`config.mk`:
```
export PLATFORM = sky130hd
export DESIGN_NAME = scaled_background_mapper
export DESIGN_NICKNAME = d
export VERILOG_FILES = /design/src/rtl/bg_mapper_pkg.sv /design/src/rtl/bg_dda_axis.sv /design/src/rtl/scaled_background_mapper.sv
export SDC_FILE = /design/constraint.sdc
export NUM_CORES = 1
export LEC_CHECK = 0
export CAP_MARGIN = 20
export CORE_MARGIN = 3
export CORE_UTILIZATION = 30
export CTS_CLUSTER_DIAMETER = 50
export DETAILED_ROUTE_END_ITERATION = 10
export PLACE_DENSITY = 0.54
export REMOVE_ABC_BUFFERS = 1
export SLEW_MARGIN = 20
export SYNTH_ARGS = -nofsm -noshare
export SYNTH_HDL_FRONTEND = slang
export SYNTH_SLANG_ARGS = --single-unit
```
`constraint.sdc`:
```
create_clock -name vga_clk -period 4 [get_ports vga_clk]
set_input_delay 0.8 -clock vga_clk [delete_from_list [all_inputs] [get_ports vga_clk]]
set_output_delay 0.8 -clock vga_clk [all_outputs]
set_load 0.02 [all_outputs]
```
`src/rtl/bg_mapper_pkg.sv`:
```
// bg_mapper_pkg: shared types and constants for the scaled background mapper.
package bg_mapper_pkg;

    localparam int H_TOTAL = 800;
    localparam int V_TOTAL = 525;
    localparam int COORD_W = 10;

    typedef logic [COORD_W-1:0] coord_t;

    typedef struct packed {
        logic [3:0] r;
        logic [3:0] g;
        logic [3:0] b;
    } rgb444_t;

    // Force a colour to black when the pixel is not to be shown.
    function automatic rgb444_t rgb_gate(input logic show, input rgb444_t c);
        return show ? c : '0;
    endfunction

endpackage

```
`src/rtl/bg_dda_axis.sv`:
```
// bg_dda_axis: one Bresenham nearest-neighbour stepper mapping SCREEN raster
// positions onto IMG image positions (IMG <= SCREEN), with wrap-around.
// o_pos is the position for the current raster coordinate (combinational,
// already reflecting a restart in the same cycle); o_inc/o_wrap flag that the
// step taking effect at this clock edge advances / wraps the position.
module bg_dda_axis
    import bg_mapper_pkg::*;
#(
    parameter int IMG    = 256,
    parameter int SCREEN = 640,
    localparam int POS_W = (IMG > 1) ? $clog2(IMG) : 1,
    localparam int ACC_W = $clog2(2 * SCREEN)
)(
    input  logic             i_clk,
    input  logic             i_rst_n,
    input  logic             i_restart,
    input  logic             i_step,
    input  logic [POS_W-1:0] i_start_pos,
    output logic [POS_W-1:0] o_pos,
    output logic             o_inc,
    output logic             o_wrap
);

    logic [POS_W-1:0] r_pos;
    logic [ACC_W-1:0] r_acc;

    logic [POS_W-1:0] w_pos;
    logic [POS_W-1:0] w_pos_nxt;
    logic [ACC_W-1:0] w_acc;
    logic [ACC_W-1:0] w_sum;
    logic [ACC_W-1:0] w_acc_nxt;

    // Current position/accumulator (restart overrides), and the stepped values
    always_comb begin
        w_pos     = i_restart ? i_start_pos : r_pos;
        w_acc     = i_restart ? '0 : r_acc;
        w_sum     = w_acc + ACC_W'(IMG);
        o_inc     = i_step && (w_sum >= ACC_W'(SCREEN));
        o_wrap    = o_inc && (w_pos == POS_W'(IMG - 1));
        w_acc_nxt = w_acc;
        w_pos_nxt = w_pos;
        if (i_step) begin
            w_acc_nxt = o_inc ? (w_sum - ACC_W'(SCREEN)) : w_sum;
        end
        if (o_inc) begin
            w_pos_nxt = o_wrap ? '0 : (w_pos + 1'b1);
        end
    end

    assign o_pos = w_pos;

    // Stepper state register
    always_ff @(posedge i_clk or negedge i_rst_n) begin
        if (!i_rst_n) begin
            r_pos <= '0;
            r_acc <= '0;
        end else begin
            r_pos <= w_pos_nxt;
            r_acc <= w_acc_nxt;
        end
    end

endmodule

```
`src/rtl/scaled_background_mapper.sv`:
```
// scaled_background_mapper: maps the VGA raster onto an IMG_W x IMG_H indexed
// image, nearest-neighbour upscaled to SCREEN_W x SCREEN_H, with frame-
// synchronous wrap-around scroll. Pixel latency DrawX -> RGB is ROM_LAT+2.
// Optional build macro: TRANSPARENT_KEY_EN (pixels whose index equals KEY_IDX
// are output as black with opaque=0).
module scaled_background_mapper
    import bg_mapper_pkg::*;
#(
    parameter int IMG_W    = 256,
    parameter int IMG_H    = 256,
    parameter int SCREEN_W = 640,
    parameter int SCREEN_H = 480,
    parameter int IDX_W    = 4,
    parameter int ROM_LAT  = 1,
    parameter int KEY_IDX  = 0,
    localparam int ADDR_W  = (IMG_W * IMG_H > 1) ? $clog2(IMG_W * IMG_H) : 1,
    localparam int SX_W    = (IMG_W > 1) ? $clog2(IMG_W) : 1,
    localparam int SY_W    = (IMG_H > 1) ? $clog2(IMG_H) : 1
)(
    input  logic              vga_clk,
    input  logic              reset_n,
    input  coord_t            DrawX,
    input  coord_t            DrawY,
    input  logic              blank,
    input  logic [SX_W-1:0]   scroll_x,
    input  logic [SY_W-1:0]   scroll_y,
    input  logic              scroll_we,
    output logic              scroll_busy,
    output logic [ADDR_W-1:0] rom_address,
    input  logic [IDX_W-1:0]  rom_q,
    output logic [IDX_W-1:0]  pal_index,
    input  logic [11:0]       pal_rgb,
    output logic [3:0]        red,
    output logic [3:0]        green,
    output logic [3:0]        blue,
    output logic              opaque
);

    if (IMG_W > SCREEN_W || IMG_H > SCREEN_H) begin : g_no_downscale
        $error("scaled_background_mapper: image larger than screen (downscale) is not supported");
    end
    if (ROM_LAT < 1) begin : g_rom_lat
        $error("scaled_background_mapper: ROM_LAT must be at least 1");
    end
    if (KEY_IDX < 0 || KEY_IDX >= (1 << IDX_W)) begin : g_key_range
        $error("scaled_background_mapper: KEY_IDX does not fit in IDX_W bits");
    end

    // Raster events
    logic w_line_start;
    logic w_frame_start;
    logic w_x_step;
    logic w_y_step;

    assign w_line_start  = (DrawX == '0);
    assign w_frame_start = w_line_start && (DrawY == '0);
    assign w_x_step      = (DrawX < COORD_W'(SCREEN_W));
    assign w_y_step      = (DrawX == COORD_W'(SCREEN_W)) && (DrawY < COORD_W'(SCREEN_H));

    // Scroll state: software writes pending, frame start promotes to active
    logic [SX_W-1:0] r_pend_x;
    logic [SY_W-1:0] r_pend_y;
    logic [SX_W-1:0] r_act_x;
    logic [SY_W-1:0] r_act_y;
    logic            r_busy;
    logic [SX_W-1:0] w_act_x;
    logic [SY_W-1:0] w_act_y;

    // On the frame-start cycle itself the promoted value is already in force
    assign w_act_x = w_frame_start ? r_pend_x : r_act_x;
    assign w_act_y = w_frame_start ? r_pend_y : r_act_y;

    // Pending/active scroll registers; a write on frame start stays pending
    always_ff @(posedge vga_clk or negedge reset_n) begin
        if (!reset_n) begin
            r_pend_x <= '0;
            r_pend_y <= '0;
            r_act_x  <= '0;
            r_act_y  <= '0;
            r_busy   <= 1'b0;
        end else begin
            if (w_frame_start) begin
                r_act_x <= r_pend_x;
                r_act_y <= r_pend_y;
            end
            if (scroll_we) begin
                r_pend_x <= scroll_x;
                r_pend_y <= scroll_y;
                r_busy   <= 1'b1;
            end else if (w_frame_start) begin
                r_busy <= 1'b0;
            end
        end
    end

    assign scroll_busy = r_busy;

    // Per-axis steppers
    logic [SX_W-1:0] w_x_pos;
    logic            w_x_inc;
    logic            w_x_wrap;
    logic [SY_W-1:0] w_y_pos;
    logic            w_y_inc;
    logic            w_y_wrap;
    logic            w_unused_x_evt;

    bg_dda_axis #(
        .IMG    (IMG_W),
        .SCREEN (SCREEN_W)
    ) u_dda_x (
        .i_clk       (vga_clk),
        .i_rst_n     (reset_n),
        .i_restart   (w_line_start),
        .i_step      (w_x_step),
        .i_start_pos (w_act_x),
        .o_pos       (w_x_pos),
        .o_inc       (w_x_inc),
        .o_wrap      (w_x_wrap)
    );

    bg_dda_axis #(
        .IMG    (IMG_H),
        .SCREEN (SCREEN_H)
    ) u_dda_y (
        .i_clk       (vga_clk),
        .i_rst_n     (reset_n),
        .i_restart   (w_frame_start),
        .i_step      (w_y_step),
        .i_start_pos (w_act_y),
        .o_pos       (w_y_pos),
        .o_inc       (w_y_inc),
        .o_wrap      (w_y_wrap)
    );

    // The X stepper's events are not needed: the column is used directly
    assign w_unused_x_evt = w_x_inc | w_x_wrap;

    // Row base: v*IMG_W tracked by adding IMG_W per row; the frame-start
    // reload is a constant-coefficient product evaluated once per frame
    logic [ADDR_W-1:0] r_row_base;
    logic [ADDR_W-1:0] w_row_start;
    logic [ADDR_W-1:0] w_row_base;

    assign w_row_start = ADDR_W'(w_y_pos) * ADDR_W'(IMG_W);
    assign w_row_base  = w_frame_start ? w_row_start : r_row_base;

    // Row base register: reload at frame start, advance/wrap with the Y stepper
    always_ff @(posedge vga_clk or negedge reset_n) begin
        if (!reset_n) begin
            r_row_base <= '0;
        end else if (w_frame_start) begin
            r_row_base <= w_row_start;
        end else if (w_y_inc) begin
            r_row_base <= w_y_wrap ? '0 : (r_row_base + ADDR_W'(IMG_W));
        end
    end

    // ---- stage p1: registered ROM address ----
    logic [ADDR_W-1:0] r_addr_p1;

    // ROM address register
    always_ff @(posedge vga_clk or negedge reset_n) begin
        if (!reset_n) begin
            r_addr_p1 <= '0;
        end else begin
            r_addr_p1 <= w_row_base + ADDR_W'(w_x_pos);
        end
    end

    assign rom_address = r_addr_p1;
    assign pal_index   = rom_q;

    // Active-video flag travels alongside the pixel through address + ROM stages
    logic [ROM_LAT:0] r_vld_pipe;
    logic             w_vld_d;

    // Active-video delay line (ROM_LAT+1 registers)
    always_ff @(posedge vga_clk or negedge reset_n) begin
        if (!reset_n) begin
            r_vld_pipe <= '0;
        end else begin
            r_vld_pipe <= {r_vld_pipe[ROM_LAT-1:0], blank};
        end
    end

    assign w_vld_d = r_vld_pipe[ROM_LAT];

    logic w_show;
`ifdef TRANSPARENT_KEY_EN
    assign w_show = w_vld_d && (rom_q != IDX_W'(KEY_IDX));
`else
    assign w_show = w_vld_d;
`endif

    // ---- stage p2: registered colour output ----
    rgb444_t r_rgb_p2;
    logic    r_opaque_p2;

    // Output colour register: palette colour during active video, else black
    always_ff @(posedge vga_clk or negedge reset_n) begin
        if (!reset_n) begin
            r_rgb_p2    <= '0;
            r_opaque_p2 <= 1'b0;
        end else begin
            r_rgb_p2    <= rgb_gate(w_show, rgb444_t'(pal_rgb));
            r_opaque_p2 <= w_show;
        end
    end

    assign red    = r_rgb_p2.r;
    assign green  = r_rgb_p2.g;
    assign blue   = r_rgb_p2.b;
    assign opaque = r_opaque_p2;

endmodule

```
* After elaboration in Yosys (flattened, before gate mapping) *
Index checks and enable logic that the tools add are counted.

cells by class
  add/sub/neg operators = 8
  $mul = 0
  order comparisons = 4
  reductions and logical operators = 10
  shift operators = 0
  bitwise logic cells = 0
  div/mod/pow operators = 0
  equal/unequal tests = 3
  multiplexer cells = 20

operator list
  cell                                                   number
  2-to-1 mux 16 bit                                      4
  2-to-1 mux 8 bit                                       7
  2-to-1 mux 11 bit                                      3
  2-to-1 mux 10 bit                                      3
  logical NOT 10 bit                                     2
  adder 16 x 8 -> 16 bit                                 1
  adder 16 x 9 -> 16 bit, second input constant          1
  adder 8 x 1 -> 8 bit, second input constant            2
  == test 8 bit, second input constant                   2
  2-to-1 mux 12 bit                                      1
  adder 11 x 9 -> 11 bit, second input constant          1
  >= comparator 11 x 10 -> 1 bit, second input constant  1
  subtractor 11 x 10 -> 11 bit, second input constant    1
  adder 10 x 9 -> 10 bit, second input constant          1
  == test 10 bit, second input constant                  1
  >= comparator 10 x 9 -> 1 bit, second input constant   1
  < comparator 10 bit, second input constant             1
  < comparator 10 x 9 -> 1 bit, second input constant    1
  subtractor 10 x 9 -> 10 bit, second input constant     1
  logical AND 1 bit                                      6
  nonzero test 2 bit                                     2
  2-to-1 mux 1 bit                                       2

word-level totals
  bits in latches = 0
  bits in registers = 109
  bits of input ports = 56
  bits in writable memories = 0
  logic and storage cells = 60
  output and inout bits = 34
  bits in read-only memories = 0
  memories kept = 0

* Depth between registers and ports, before layout *
  word-level depth = 10
  mapped depth = 16

* Modules after synthesis *
From an unflattened synthesis, not the netlist that was laid out.

unflattened totals
  cells, all modules = 473
  area, all modules = 5047.3 um^2

by module, submodules not included
  module                    area an instance (um^2)  seq. area each (um^2)  cells each  instances
  scaled_background_mapper  2947.8                   1801.7                 266         1
  bg_dda_axis at u_dda_x    1216.2                   475.5                  117         1
  bg_dda_axis at u_dda_y    883.3                    325.3                  90          1

* Least setup slack after synthesis *
Ideal clock, no wire load.

  path type = input to register
  from = in DrawY[2]
  to = reg u_dda_y.r_acc[6]
  library setup time = 0.125 ns
  buffers on the path = 5
  stages on the path = 14
  slack = 0.068 ns
  arrival = 3.808 ns
  cells stage by stage = or4_1 > buf_2 > nor3_2 > buf_2 > nand2_1 > clkbuf_1 > clkbuf_1 > nand2_1 > ha_1 > nand3_1 > a211oi_1 > o21a_1 > clkbuf_1 > mux2_2

on the way
  word-level cells in the longest chain between the ends = 8
  elaborated cells on any way between the ends = 11
  classes of those cells = 2 x add/sub; 2 x order compare; 3 x mux; 4 x reduce/logical

RTL lines
  item                            line                            source
  start, declared                 scaled_background_mapper.sv:23  input coord_t DrawY,
  logical NOT 10 bit              scaled_background_mapper.sv:56  assign w_frame_start = w_line_start && (DrawY == '0);
  logical AND 1 bit               scaled_background_mapper.sv:56
  2-to-1 mux 10 bit               bg_dda_axis.sv:36               w_acc = i_restart ? '0 : r_acc;
  adder 10 x 9 -> 10 bit          bg_dda_axis.sv:37               w_sum = w_acc + ACC_W'(IMG);
  >= comparator 10 x 9 -> 1 bit   bg_dda_axis.sv:38               o_inc = i_step && (w_sum >= ACC_W'(SCREEN));
  logical AND 1 bit               bg_dda_axis.sv:38
  2-to-1 mux 10 bit               bg_dda_axis.sv:43               w_acc_nxt = o_inc ? (w_sum - ACC_W'(SCREEN)) : w_sum;
  2-to-1 mux 10 bit *             bg_dda_axis.sv:42               if (i_step) begin
  named net u_dda_y.w_acc_nxt[6]  bg_dda_axis.sv:31               logic [ACC_W-1:0] w_acc_nxt;
  end signal, assigned            bg_dda_axis.sv:59               r_acc <= w_acc_nxt;
  end, declared                   bg_dda_axis.sv:25               logic [ACC_W-1:0] r_acc;

Mark *: on every way through the listed nets, which the timed path passes. The rest lies on a longest branch.
A chain may end at the register's enable or synchronous reset.

* Final worst setup path *
  from = in DrawY[8]
  to = reg u_dda_y.r_pos[7]

on the way
  word-level cells in the longest chain between the ends = 9
  elaborated cells on any way between the ends = 14
  classes of those cells = 2 x add/sub; 2 x order compare; 1 x eq/ne; 4 x mux; 5 x reduce/logical

RTL lines
  item                            line                            source
  logical NOT 10 bit              scaled_background_mapper.sv:56
  logical AND 1 bit               scaled_background_mapper.sv:56
  2-to-1 mux 10 bit               bg_dda_axis.sv:36
  adder 10 x 9 -> 10 bit          bg_dda_axis.sv:37
  >= comparator 10 x 9 -> 1 bit   bg_dda_axis.sv:38
  logical AND 1 bit               bg_dda_axis.sv:38
  logical AND 1 bit               bg_dda_axis.sv:39               o_wrap = o_inc && (w_pos == POS_W'(IMG - 1));
  2-to-1 mux 8 bit                bg_dda_axis.sv:46               w_pos_nxt = o_wrap ? '0 : (w_pos + 1'b1);
  2-to-1 mux 8 bit *              bg_dda_axis.sv:45               if (o_inc) begin
  named net u_dda_y.w_pos_nxt[7]  bg_dda_axis.sv:28               logic [POS_W-1:0] w_pos_nxt;
  end signal, assigned            bg_dda_axis.sv:58               r_pos <= w_pos_nxt;
  end, declared                   bg_dda_axis.sv:24               logic [POS_W-1:0] r_pos;

Marks and branches as above.

==> results list <==
* Cell count of the worst reg-to-reg path: 8
- Number of hold violations in the final report: 0
- CTS hold repair buffers: 0
- Setup crit end kind: flop
- After synthesis, flip-flops and latches occupy 48.8% of the total area.
- In this run the critical register-to-register path is launched from u_dda_x.r_acc[5].
- In this run the register-to-register setup slack is 1.75 ns.
- Deepest clock path buffer count: 2
- The analysis attributes to cell leakage a power of 2.80 nW.
* #FFs+latches synth: 96
- Antenna-violating nets left: 0
- Shortest clock period the worst path allows after layout: 3.53 ns
* Die Y-Extent: 134 um
- Slew @ Worst Pin: 0.866 ns
- The setup path with the least slack is of type in2reg.
- Following the worst setup path forward leads to its endpoint at u_dda_y.r_pos[7].
* Area share of the largest cell type after synthesis: 48.8%
- Crit path top cell by count: sky130_fd_sc_hd__nand2_1
* Overall via count from detail_route: 4070
- In the final timing run, aggregate negative setup slack is 0 ns.
- Number of nets at the end of the flow: 659
- Measured against its own limit, the worst slew margin works out to 42.1%.
- After synthesis, the netlist uses 62 different library cells.
- Overall global routing resource usage: 15.0%
- Maximum net fanout on the critical path: 6
* RSZ-0062 raised after global routing: no
* Buffers & Inverters on Critical Path: 1
* Arrival time worst endpoint: 3.78 ns
- In this run, synthesis inferred 0 flip-flops with an integrated enable.
- Summing internal, switching and leakage power gives 2.79 mW.
- Worst hold path cell count: 0
- The cell area that synthesis handed to floorplanning was 0.00492 mm^2.
* Share of the clock period used by the worst path after layout: 88.4%
- The endpoint identified for the worst register-to-register timing path is u_dda_x.r_pos[3].
- Final-report max-slew violation count: 0
- The worst path meets setup with 0.466 ns of slack.
- Worst setup path start: DrawY[8]
- From synthesis to final layout, the design area changed by 30.3%.
- Highest cell delay on the worst timing path: 0.60 ns
* Number of synthesis warnings: 0
- For this run, the top clock speed supported by timing is 0.283 GHz.
- Setup violations remaining at the end of the flow were counted as 0.
* Critical path depth: 12
* Number of sinks on the clock net: 96
* Status: finished, final reports clean
- Clock Pin Slew Worst Setup and Hold Paths: 0.08 ns
- Worst hold-check path type: reg2reg
- Proportion of synthesized flip-flops having asynchronous set or reset: 100%
- Before CTS, the worst setup slack after placement is 0.120 ns.
- The routed design has 12800 um of wire.
* Slowest library cell on the worst path: sky130_fd_sc_hd__or4_1
* Largest net degree at the start of global routing: 42
- Post-cts sizing count: 0
- STA classifies the critical path startpoint as a primary input.
- Once layout is complete, the utilization of the core stands at 40.1%.
* Final Wtd Congestion: 0.844
- The signal on the critical path passes through clkdlybuf4s50_1 > or4_1 > nor3_2 > nand2_1 > nand2_1 > ha_1 > nand3_1 > a211oi_1 > o21a_1 > nor3b_1 > o21bai_1 > a22o_1.
- First-pass detailed-route iteration total: 5
* Clock tree root buffer cell: sky130_fd_sc_hd__clkbuf_16
* Core Footprint: 0.0160 mm^2
- Maximum clock skew at final layout: 0.0102 ns
- The first routing iteration left 350 violations.
- After global routing the overflow that remains totals 0.
- The floorplan step defined a die boundary enclosing 0.0180 mm^2.
- IO Pins: 90
* Number of buffers inserted to repair setup after CTS: 0
* Library cell with the largest summed area after synthesis: sky130_fd_sc_hd__dfrtp_1
- The HPWL after detailed placement is 9740 um.
- Counting the buffers created by CTS gives 9.
- Via count of the first global-routing pass: 4146
- A synthesized cell averages 9.99 um^2.
* Max cap viols: 0
- Category of cells accounting for the largest share of critical-path delay: simple AND/OR/NAND/NOR gates
- After detailed routing, the average wire length per cell comes to 15.8 um.
- The initial antenna violation count came to 0.
- Global-route wire length before repair: 21600 um
- Dividing total power by cell area gives a power density of 435 mW/mm^2.
- Using the TritonRoute via totals, the vias-per-cell ratio works out to 5.01.
* Initial core utilization: 30.8%
- In the routed design, unresolved DRC markers number 0.
* Clk Latency, worst-skew pair: 0.36 ns
- Max H-tree Level: 3
- Cell types with the largest area share after synthesis: sky130_fd_sc_hd__dfrtp_1, sky130_fd_sc_hd__nand2_1, sky130_fd_sc_hd__mux2_2
- After floorplanning, the core was divided into 46 placement rows.
- Worst hold start: r_vld_pipe[0]
- Cells with a size suffix above 1 make up 13.1% of the layout.
- Most frequent standard cell in the layout excluding fill and tap cells: sky130_fd_sc_hd__dfrtp_1
- TritonCTS built the clock tree.
* Ys flop type: sky130_fd_sc_hd__dfrtp_1
- The layout has 1574 filler cells.
* Peak supply drop: 268 uV
- The number of antenna diodes in the final layout is 0.
* Critical path data required time: 4.24 ns
* Floorplan die width: 134 um
- After technology mapping, the gate count stands at 493.
- The top cell types in the final layout, fill and taps aside, are sky130_fd_sc_hd__dfrtp_1, sky130_fd_sc_hd__clkdlybuf4s50_1, sky130_fd_sc_hd__nand2_1.
* IO buf count: 81
final cells by class:
type / instances / area, um^2 / area share [%]
timing repair buffer: 109 / 1020 / 15.9
multi-input combinational: 368 / 2390 / 37.2
sequential: 96 / 2400 / 37.4
inverter: 8 / 30.0 / 0.468
clock buffer: 9 / 225 / 3.51
clock inverter: 7 / 86.3 / 1.35
tap: 216 / 270 / 4.21
state kept, by name (all words and copies together), names as in the netlist, 8 cells and up:
signal / count
r_row_base: 8
u_dda_x.r_acc: 11
r_act_x: 8
r_pend_y: 8
u_dda_y.r_pos: 8
u_dda_x.r_pos: 8
r_pend_x: 8
rom_address: 16
where the power goes:
| part | total, mW | internal [mW] | switching (mW) |
|---|---|---|---|
| Combinational | 0.757 | 0.359 | 0.398 |
| Clock | 0.886 | 0.447 | 0.439 |
| Sequential | 1.15 | 1.08 | 0.0673 |
cell families after synthesis:
| family | after synthesis | share of synthesized area, % |
|---|---|---|
| adders and majority gates | 11 | 2.79 |
| other | 1 | 0.0761 |
| AOI/OAI and AO/OA | 99 | 13.6 |
| and+or+nand+nor | 203 | 21.6 |
| buffers and inverters | 32 | 3.00 |
| muxes | 24 | 5.34 |
| xor gates and xnor gates | 27 | 4.80 |
| DFF | 96 | 48.8 |
metal layers:
metal / global-route usage, % / routed length, um / vias up
met2: 23.2 / 5940 / 136
met1: 21.3 / 6100 / 1966
met5: 0 / 0 / -
li1: - / - / 1952
met4: 5.37 / 206 / 0
met3: 2.74 / 606 / 16
metrics by stage:
step | std cells | instance area [um^2] | hold WS [ns]
2_1_floorplan | 472 | 4820 | 0.331
5_1_grt | 813 | 6420 | 0.352
3_3_place_gp | 797 | 6110 | 0.338
6_report | 813 | 6420 | 0.345
3_5_place_dp | 797 | 6110 | 0.337
4_1_cts | 813 | 6420 | 0.352
cell usage after synthesis (all sizes together), types with 3 or more instances:
master and instances:
xnor2 11, mux2i 6, nor3 8, and3 12
o211ai 3, nor4 10, a31o 3, a22o 3
a31oi 18, o21bai 4, xor2 16, o22ai 3
inv 8, o21a 3, o31ai 6, nand4 12
mux2 18, nor2b 3, and2 23, o21ai 17
a21boi 4, nand3 13, nor2 31, clkbuf 11
a21oi 18, or4 4, a22oi 4, nand2 72
a21o 5, ha 11, nand3b 4, buf 13
dfrtp 96
worst min path at each step:
stage | endpoint | slack, ns
floorplan | r_vld_pipe[1] | 0.33
detailed placement | r_vld_pipe[1] | 0.34
CTS | r_vld_pipe[1] | 0.35
finish | r_vld_pipe[1] | 0.35
global placement | r_vld_pipe[1] | 0.34
global route | r_vld_pipe[1] | 0.35
worst reg2reg max path, cell delays in order (launching register included):
cell                      delay (ns)
sky130_fd_sc_hd__dfrtp_1        0.38
sky130_fd_sc_hd__nor4_1         0.36
sky130_fd_sc_hd__nand3_1        0.13
sky130_fd_sc_hd__a21oi_1        0.30
sky130_fd_sc_hd__o21ai_1        0.14
sky130_fd_sc_hd__buf_4          0.21
sky130_fd_sc_hd__or3b_1         0.39
sky130_fd_sc_hd__xnor2_1        0.16
sky130_fd_sc_hd__nor2_1         0.06
No activity file was read; power rests on OpenSTA's default activity.
